[src/rtl/seq_detect_ctrl.sv]
// seq_detect_ctrl: serializes a parallel word MSB-first into an embedded
// "1011" Moore detector and counts detector matches over the word.
// A one-cycle done pulse marks match_count as final for that word.
module seq_detect_ctrl #(
    parameter int WIDTH = 8,
    parameter int CNT_W = 4
) (
    input  logic             clk,
    input  logic             rst,
    input  logic             start,
    input  logic [WIDTH-1:0] din,
    input  logic             keep,
    input  logic             abort,
    output logic             busy,
    output logic             done,
    output logic [CNT_W-1:0] match_count,
    output logic             ser_j,
    output logic             det_w
);

    localparam int BW = $clog2(WIDTH);
    localparam logic [BW-1:0] LAST = BW'(WIDTH - 1);

    typedef enum logic [1:0] {
        C_IDLE,
        C_SHIFT,
        C_FLUSH,
        C_DONE
    } ctrl_t;

    typedef enum logic [2:0] {
        S_IDLE,
        S1,
        S10,
        S101,
        S1011
    } det_t;

    ctrl_t            ctrl_q;
    ctrl_t            ctrl_nxt;
    det_t             det_q;
    det_t             det_step;
    det_t             det_nxt;
    logic [WIDTH-1:0] sr;
    logic [BW-1:0]    bit_cnt;
    logic             accept;
    logic             kill;
    logic             det_clear;
    logic             count_en;

    // Handshake qualifiers: start only in IDLE, abort only while shifting/flushing
    always_comb begin
        accept    = (ctrl_q == C_IDLE) && start;
        kill      = abort && ((ctrl_q == C_SHIFT) || (ctrl_q == C_FLUSH));
        det_clear = (accept && !keep) || kill;
        // First SHIFT cycle excluded so a match carried over via keep is not counted twice
        count_en  = det_w && (((ctrl_q == C_SHIFT) && (bit_cnt != LAST)) ||
                              (ctrl_q == C_FLUSH));
        ser_j     = (ctrl_q == C_SHIFT) && sr[WIDTH-1];
        det_w     = (det_q == S1011);
    end

    // Controller state register
    always_ff @(posedge clk or posedge rst) begin
        if (rst) begin
            ctrl_q <= C_IDLE;
        end else begin
            ctrl_q <= ctrl_nxt;
        end
    end

    // Controller next-state and status outputs
    always_comb begin
        ctrl_nxt = ctrl_q;
        busy     = 1'b0;
        done     = 1'b0;
        case (ctrl_q)
            C_IDLE: begin
                if (start) begin
                    ctrl_nxt = C_SHIFT;
                end
            end
            C_SHIFT: begin
                busy = 1'b1;
                if (abort) begin
                    ctrl_nxt = C_IDLE;
                end else if (bit_cnt == '0) begin
                    ctrl_nxt = C_FLUSH;
                end
            end
            C_FLUSH: begin
                busy     = 1'b1;
                ctrl_nxt = abort ? C_IDLE : C_DONE;
            end
            C_DONE: begin
                done     = 1'b1;
                ctrl_nxt = C_IDLE;
            end
            default: ctrl_nxt = C_IDLE;
        endcase
    end

    // Detector state register
    always_ff @(posedge clk or posedge rst) begin
        if (rst) begin
            det_q <= S_IDLE;
        end else begin
            det_q <= det_nxt;
        end
    end

    // Detector next-state: advances on ser_j only in SHIFT, otherwise holds
    always_comb begin
        det_step = det_q;
        case (det_q)
            S_IDLE:  det_step = ser_j ? S1    : S_IDLE;
            S1:      det_step = ser_j ? S1    : S10;
            S10:     det_step = ser_j ? S101  : S_IDLE;
            S101:    det_step = ser_j ? S1011 : S10;
            S1011:   det_step = ser_j ? S1    : S10;
            default: det_step = S_IDLE;
        endcase
        det_nxt = det_q;
        if (det_clear) begin
            det_nxt = S_IDLE;
        end else if (ctrl_q == C_SHIFT) begin
            det_nxt = det_step;
        end
    end

    // Shift register and bit counter
    always_ff @(posedge clk or posedge rst) begin
        if (rst) begin
            sr      <= '0;
            bit_cnt <= '0;
        end else if (accept) begin
            sr      <= din;
            bit_cnt <= LAST;
        end else if (ctrl_q == C_SHIFT) begin
            sr <= {sr[WIDTH-2:0], 1'b0};
            if (bit_cnt != '0) begin
                bit_cnt <= bit_cnt - 1'b1;
            end
        end
    end

    // Saturating match counter, cleared on accept and on abort
    always_ff @(posedge clk or posedge rst) begin
        if (rst) begin
            match_count <= '0;
        end else if (accept || kill) begin
            match_count <= '0;
        end else if (count_en && (match_count != '1)) begin
            match_count <= match_count + 1'b1;
        end
    end

endmodule

[config.mk]
export PLATFORM = sky130hd
export DESIGN_NAME = seq_detect_ctrl
export DESIGN_NICKNAME = d
export VERILOG_FILES = /design/src/rtl/seq_detect_ctrl.sv
export SDC_FILE = /design/constraint.sdc
export NUM_CORES = 1
export LEC_CHECK = 0
export ABC_CLOCK_PERIOD_IN_PS = 4100
export CAP_MARGIN = 40
export CELL_PAD_IN_SITES_DETAIL_PLACEMENT = 0
export CELL_PAD_IN_SITES_GLOBAL_PLACEMENT = 1
export CORE_MARGIN = 2
export CORE_UTILIZATION = 42
export CTS_CLUSTER_SIZE = 40
export DETAILED_ROUTE_END_ITERATION = 10
export PLACE_DENSITY = 0.86
export RECOVER_POWER = 25
export SYNTH_ARGS = -nofsm -noshare
export SYNTH_HDL_FRONTEND = slang
export SYNTH_SLANG_ARGS = --single-unit
[constraint.sdc]
create_clock -name clk -period 4.1 [get_ports clk]
set_input_delay 0.82 -clock clk [delete_from_list [all_inputs] [get_ports clk]]
set_output_delay 0.82 -clock clk [all_outputs]
set_load 0.005 [all_outputs]
Word level (Yosys, flattened, before mapping)

Index checks and enable logic that the tools add are counted.
Widths: inputs -> output; s select.

Add/subtract/negate cells: 2
Eq/ne operators: 11
Mux-type cells: 21
Reduce and logical (&&, ||, !) cells: 24

Operators with widths:

| operator            | count |
|---|---|
| $mux 3              | 6 |
| $mux 8              | 2 |
| $mux 2              | 6 |
| $pmux 3 s4          | 1 |
| $mux 4              | 2 |
| $pmux 2 s4          | 1 |
| $reduce_bool 2->1   | 4 |
| $logic_and 1x1->1   | 7 |
| $eq 3x2->1 const B  | 2 |
| $logic_not 3->1     | 2 |
| $add 4x1->4 const B | 1 |
| $eq 2x2->1 const B  | 2 |
| $logic_or 1x1->1    | 4 |
| $ne 4x4->1 const B  | 1 |
| $reduce_and 2->1    | 2 |
| $reduce_or 2->1     | 2 |
| $eq 3x1->1 const B  | 1 |
| $eq 3x3->1 const B  | 1 |
| $mux 1              | 3 |
| $ne 3x2->1 const B  | 1 |
| $ne 3x3->1 const B  | 1 |
| $reduce_bool 3->1   | 1 |
| $sub 3x1->3 const B | 1 |
| $eq 2x1->1 const B  | 1 |
| other kinds (3)     | 3 |

Register bits after elaboration: 20
Bits of input ports: 13
Output and inout bits: 8
Logic and storage cells: 63

Longest topological paths before layout

Gate-level depths: netlist of the first run.

Word-level depth: 7
Gate-level depth with buffers: 7
Mapped depth without buffers: 6

Worst setup path before layout of the first run

OpenSTA, ideal clock, no wires.

Kind: flip-flop to output port
Start: register ctrl_q[1]
End: output port ser_j
Arrival time: 0.879 ns
Data required time: 3.280 ns
Path slack: 2.401 ns
Cell stages (with the launch flop): 4
Path through: dfrtp_1 > inv_1 > ha_1 > and2_1

Longest elaborated chain between the ends: 2

Ends and longest elaborated chain:

| element                  | line | RTL |
|---|---|---|
| start: declaration       | 39   | `ctrl_t ctrl_q;` |
| start signal: assignment | 68   | `ctrl_q <= ctrl_nxt;` |
| $eq 2x1->1               | 59   | `ser_j = (ctrl_q == C_SHIFT) && sr[WIDTH-1];` |
| $logic_and 1x1->1        | 59   |  |
| end: declaration         | 17   | `output logic ser_j,` |

No other way between the ends.

Worst setup path in the final report of the first run

Same ends and word-level chain as after synthesis.

==> qor.txt, run 1 <==
Cell Rows -> 18
RSZ-0062 raised after global routing -> no
Core Region -> 2522 um^2
GPL Wtd Cong -> 0.7876
Clock Skew -> 2.663 ps
Io pins -> 21
Combinational group share of total power -> 51.6%
Antenna violations before repair -> 0
Post-CTS Hold Buffers -> 0
Routed Antenna Nets -> 0
# fillers -> 239
Clk_lat worst skew -> 300 ps
Commonest non-fill, non-tap cell in the layout -> dfrtp_1
Critical path required time -> 3280 ps
CP arrival -> 1820 ps
Avg WL per Cell -> 13.23 um
CTS resizes -> 0
Mapped Area -> 1144 um^2
Clock Root Buffer -> clkbuf_4
Post-CTS Setup Inserts -> 0
Number of global-route vias before repair -> 856
Register area share after synthesis -> 43.76%
Avg Vias per Cell -> 5.083
Highest-count cells in the layout ignoring fill and taps -> dfrtp_1 (20), clkdlybuf4s50_1 (19), a21oi_1 (15), nor2_1 (13), nand2_1 (12)
Mapped Cells -> 118
Final core occ -> 55.16%
Relative slew slack -> 48.65%
Starting Density -> 45.34%
Die span in x -> 56.18 um
Slew Limit Fails -> 0
Area contributors post-synth -> dfrtp_1 (44%), ha_1 (11%), mux2i_1 (7.9%)
Num CTS Buffers -> 3
Largest net degree at the start of global routing -> 21
Min Tclk post-route -> 2640 ps
First-pass GRT wire length -> 3960 um
Distinct cells, synth -> 30
Yosys top cell area share -> 43.76%
Setup TNS Final -> 0 ps
Syn Nets -> 141
Critical Path End Type -> primary output
Gr usage total -> 15.69%
Final setup fails -> 0
Final instance area -> 1391 um^2
Drt first pass iters -> 4
DRC violations left -> 0
Max Clk Rate -> 378.8 MHz
Hold crit path type -> reg2reg
Leakage -> 0.6319 nW
Setup WS pre-CTS -> 1705 ps
Final hold vios -> 0
Die height -> 56.18 um
Synthesis Warnings -> 0
#FFs+latches synth -> 20
Sw Ratio -> 41.89%
Switching power -> 0.3682 mW
Ys flop type -> dfrtp_1
Final WL -> 2222 um
CTS tree -> yes
Startpoint types -> register
Critical path peak fanout -> 6
Worst Tran Pin Value -> 769.4 ps
Clk pwr share -> 10.5%
Outcome -> finished, final reports clean
Max clock buf depth -> 2
Worst IR Drop VDD -> 462.0 uV
Max-cap violations -> 0
Clock transition at path regs -> 100 ps
Power Density -> 631.7 nW/um^2
Clk sinks -> 20
Async SR Flop Fraction -> 100.0%
H-tree depth -> 1
Setup Crit Path Kind -> reg2out
Routed vias -> 854
Internal power -> 0.5108 mW
Gr ovfl total -> 0
Post-DP HPWL -> 1677 um
Area Overhead vs Synth -> 21.66%
Design Power -> 0.8790 mW
PortBufs -> 20
Avg Inst Size Synth -> 9.692 um^2
Final period utilization -> 64.39%
Fraction of layout instances using a drive strength above 1 -> 3.623%
Sequential Power Share -> 37.8%
Placed Area -> 1369 um^2
# nets final -> 163
Die area -> 3156 um^2
DRT iter0 DRCs -> 13
Worst Setup Slack, final -> 1460 ps
EDFF count, synth -> 0
Number of antenna diodes -> 0
Area leader, netlist -> dfrtp_1
[sequential cells by signal, summed over array words and instances, names as in the netlist]
register and flops:
sr 8, ctrl_q 2, match_count 4, bit_cnt 3, det_q 3
[power by group through the flow]
stage                     logic (mW)  clock network (mW)  registers, mW
after floorplan                0.337                   0          0.320
after global placement         0.442                   0          0.333
after detailed placement       0.454                   0          0.336
after CTS                      0.458              0.0949          0.332
after global routing           0.517               0.103          0.346
final                          0.454              0.0926          0.333
[cell families (layout without fill, tap and decap cells)]
group	after synthesis	after routing	share of synthesized area (%)
compound gates	25	25	14.22
xor+xnor	3	3	2.298
fa+ha+maj	10	10	10.94
buf+inv	10	30	3.391
flops	20	20	43.76
mux	9	9	7.878
simple gates	41	41	17.51
[cell usage after synthesis, types with 3 or more instances]
cell type and n:
nor2_1 13, inv_1 7, nand2_1 12, ha_1 10, nor3_1 3, mux2i_1 9, dfrtp_1 20, nand3_1 4
a21oi_1 15
[layout make-up]
type                       count  area (um^2)  share of cell area [%]
sequential                    20        500.5                   35.97
timing repair buffer          20        200.2                   14.39
clock buffer                   3        22.52                   1.619
multi-input combinational     88        604.3                   43.44
tap                           30        37.54                   2.698
inverter                       7        26.28                   1.888
[through the flow]
step                instances  hold WS, ps
floorplan                 118        479.5
global placement          165        505.8
detailed placement        165        504.5
CTS                       168        540.1
global route              168        582.7
finish                    168        536.4
[critical path, stage by stage (launching register included)]
cell,delay [ps]
dfrtp_1,430
inv_1,140
ha_1,280
and2_1,180
clkdlybuf4s50_1,500
[path summary, 6_finish.rpt]
check                      startpoint              to  slack (ps)  cells past startpoint
setup / recovery            ctrl_q[1]           ser_j        1460                      4
hold / removal                  sr[0]           sr[0]         540                      2
setup reg to reg            ctrl_q[1]  match_count[3]        1820                      6
hold reg to reg                 sr[0]           sr[0]         540                      2
max in group asynchronous         rst       ctrl_q[1]        2540                      2
min in group asynchronous         rst  match_count[2]        1080                      2
[metal layers]
metal	track usage [%]	share of wire, %
met4	6.463	1.4
met1	21.20	50
met3	2.093	2.6
met2	25.21	46
met5	0	0
Note: power is estimated with default switching activity, not from simulation.
==> run 2: changes to the inputs <==
--- a/config.mk
+++ b/config.mk
@@ -5,15 +5,15 @@
 export SDC_FILE = /design/constraint.sdc
 export NUM_CORES = 1
 export LEC_CHECK = 0
-export ABC_CLOCK_PERIOD_IN_PS = 4100
+export ABC_CLOCK_PERIOD_IN_PS = 2400
 export CAP_MARGIN = 40
 export CELL_PAD_IN_SITES_DETAIL_PLACEMENT = 0
 export CELL_PAD_IN_SITES_GLOBAL_PLACEMENT = 1
 export CORE_MARGIN = 2
-export CORE_UTILIZATION = 42
+export CORE_UTILIZATION = 35
 export CTS_CLUSTER_SIZE = 40
 export DETAILED_ROUTE_END_ITERATION = 10
-export PLACE_DENSITY = 0.86
+export PLACE_DENSITY = 0.77
 export RECOVER_POWER = 25
 export SYNTH_ARGS = -nofsm -noshare
 export SYNTH_HDL_FRONTEND = slang
==> constraint.sdc (replaced) <==
create_clock -name clk -period 2.4 [get_ports clk]
set_input_delay 0.48 -clock clk [delete_from_list [all_inputs] [get_ports clk]]
set_output_delay 0.48 -clock clk [all_outputs]
set_load 0.005 [all_outputs]
==> qor.txt, run 2 (synthesis gave the netlist of run 1 again) <==
Setup TNS Final -> 0 ps
CP arrival -> 1790 ps
Fraction of layout instances using a drive strength above 1 -> 6.383%
Routed vias -> 874
First-pass GRT wire length -> 3857 um
Power Density -> 1070 nW/um^2
Final hold vios -> 0
Critical Path End Type -> primary output
CP max stage cell -> clkdlybuf4s50_1
CP Cell Sequence -> inv_1 -> ha_2 -> and2_1 -> clkdlybuf4s50_1
Die span in x -> 61.16 um
Critical path required time -> 1920 ps
Starting Density -> 37.15%
Biggest regs -> sr: 8 flops, match_count: 4 flops
Final setup fails -> 0
Worst Tran Pin Value -> 736.0 ps
Clk sinks -> 20
Startpoint types -> register
Area Overhead vs Synth -> 25.93%
Avg Vias per Cell -> 4.724
Core Region -> 3078 um^2
Routed Antenna Nets -> 0
Number of antenna diodes -> 0
Gr usage total -> 14.06%
Post-CTS Setup Inserts -> 0
Number of global-route vias before repair -> 844
DRT iter0 DRCs -> 60
Die area -> 3741 um^2
CTS tree -> yes
Setup Crit Path Kind -> reg2out
DRC violations left -> 0
Post-DP HPWL -> 1652 um
Largest Register -> sr
Io pins -> 21
Avg WL per Cell -> 11.68 um
Cell Rows -> 20
Outcome -> finished, final reports clean
Final WL -> 2160 um
Slew Limit Fails -> 0
Clock transition at path regs -> 110 ps
Commonest non-fill, non-tap cell in the layout -> dfrtp_1
Max clock buf depth -> 2
Hold crit path type -> reg2reg
Slowest stage delay, CP -> 500 ps
Highest-count cells in the layout ignoring fill and taps -> dfrtp_1 (20), clkdlybuf4s50_1 (19), a21oi_1 (15), nor2_1 (13), nand2_1 (12)
Largest net degree at the start of global routing -> 21
Max FFs per register -> 8
H-tree depth -> 1
GPL Wtd Cong -> 0.8578
Final core occ -> 46.79%
Min Tclk post-route -> 2273 ps
Leakage -> 0.6472 nW
# nets final -> 165
Reg2reg setup slack -> 600 ps
Max Clk Rate -> 440.0 MHz
Die height -> 61.16 um
Final period utilization -> 94.69%
Max-cap violations -> 0
Worst IR Drop VDD -> 543.5 uV
Placed Area -> 1401 um^2
Num CTS Buffers -> 3
Relative slew slack -> 50.88%
Clock Skew -> 0.4777 ps
Antenna violations before repair -> 0
Design Power -> 1.540 mW
Gr ovfl total -> 0
Clock Root Buffer -> clkbuf_4
Clk_lat worst skew -> 300 ps
PortBufs -> 20
RSZ-0062 raised after global routing -> no
Final instance area -> 1440 um^2
Critical path peak fanout -> 6
Drt first pass iters -> 4
[run 2: changes by cell type in the layout (fill, tap and decap cells not counted), sizes merged]
cell    delta
clkbuf     +1
buf        +2
[run 2: what timing repair did]
| action | 4_1_cts | 5_1_grt |
|---|---|---|
| endpoints found under the setup margin | 0 | 1 |
| hold buffers | 0 | 0 |
| resized for setup | 0 | 1 |
[run 2: routing by layer]
layer | vias to the layer above | track usage [%] | wire [um]
met3 | 4 | 2.101 | 66
met5 | - | 0 | 0
li1 | 453 | - | -
met4 | 0 | 7.453 | 34
met2 | 17 | 22.64 | 1046
met1 | 400 | 18.23 | 1013
[run 2: through the flow]
stage | hold WS, ps | worst slack (ps) | instances
after CTS | 542.7 | 90.39 | 185
after detailed placement | 506.5 | 456.5 | 181
final | 535.4 | 127.5 | 185
after global placement | 511.1 | 520.7 | 181
after floorplan | 443.8 | 719.2 | 118
after global routing | 586.5 | 25.72 | 185
[run 2: critical path: cells and delay by family, from the launching register on]
family / cells / cell delay (ps)
buf+inv: 2 / 650
fa+ha+maj: 1 / 240
simple gates: 1 / 170
flops: 1 / 440
[run 2: area by class of cell]
cell class | count | area [um^2]
clock buffer | 4 | 36.28
inverter | 7 | 26.28
multi-input combinational | 88 | 606.8
timing repair buffer | 22 | 215.2
sequential | 20 | 500.5
fill | 304 | 1638
tap | 44 | 55.05
[run 2: path summary, 6_finish.rpt]
kind / cells after the start / endpoint / start
worst min register to register: 2 / sr[0] / sr[0]
min in group asynchronous: 2 / match_count[1] / rst
worst max register to register: 6 / match_count[3] / ctrl_q[1]
worst min-delay path: 2 / sr[0] / sr[0]
worst max-delay path: 4 / ser_j / ctrl_q[1]
max in group asynchronous: 2 / sr[3] / rst
[run 2: report_power, final]
part	leakage [nW]	total (mW)	switching, mW	internal, mW
sequential	0.246	0.571	0.108	0.463
combinational	0.380	0.776	0.412	0.365
clock	0.0210	0.193	0.100	0.0926
==> run 3: changes to the inputs <==
--- a/config.mk
+++ b/config.mk
@@ -11,6 +11,7 @@
 export CELL_PAD_IN_SITES_GLOBAL_PLACEMENT = 1
 export CORE_MARGIN = 2
 export CORE_UTILIZATION = 35
+export CTS_CLUSTER_DIAMETER = 60
 export CTS_CLUSTER_SIZE = 40
 export DETAILED_ROUTE_END_ITERATION = 10
 export PLACE_DENSITY = 0.77
==> results of run 3 <==
Final layout, timing and power as in run 2 (identical DEF).
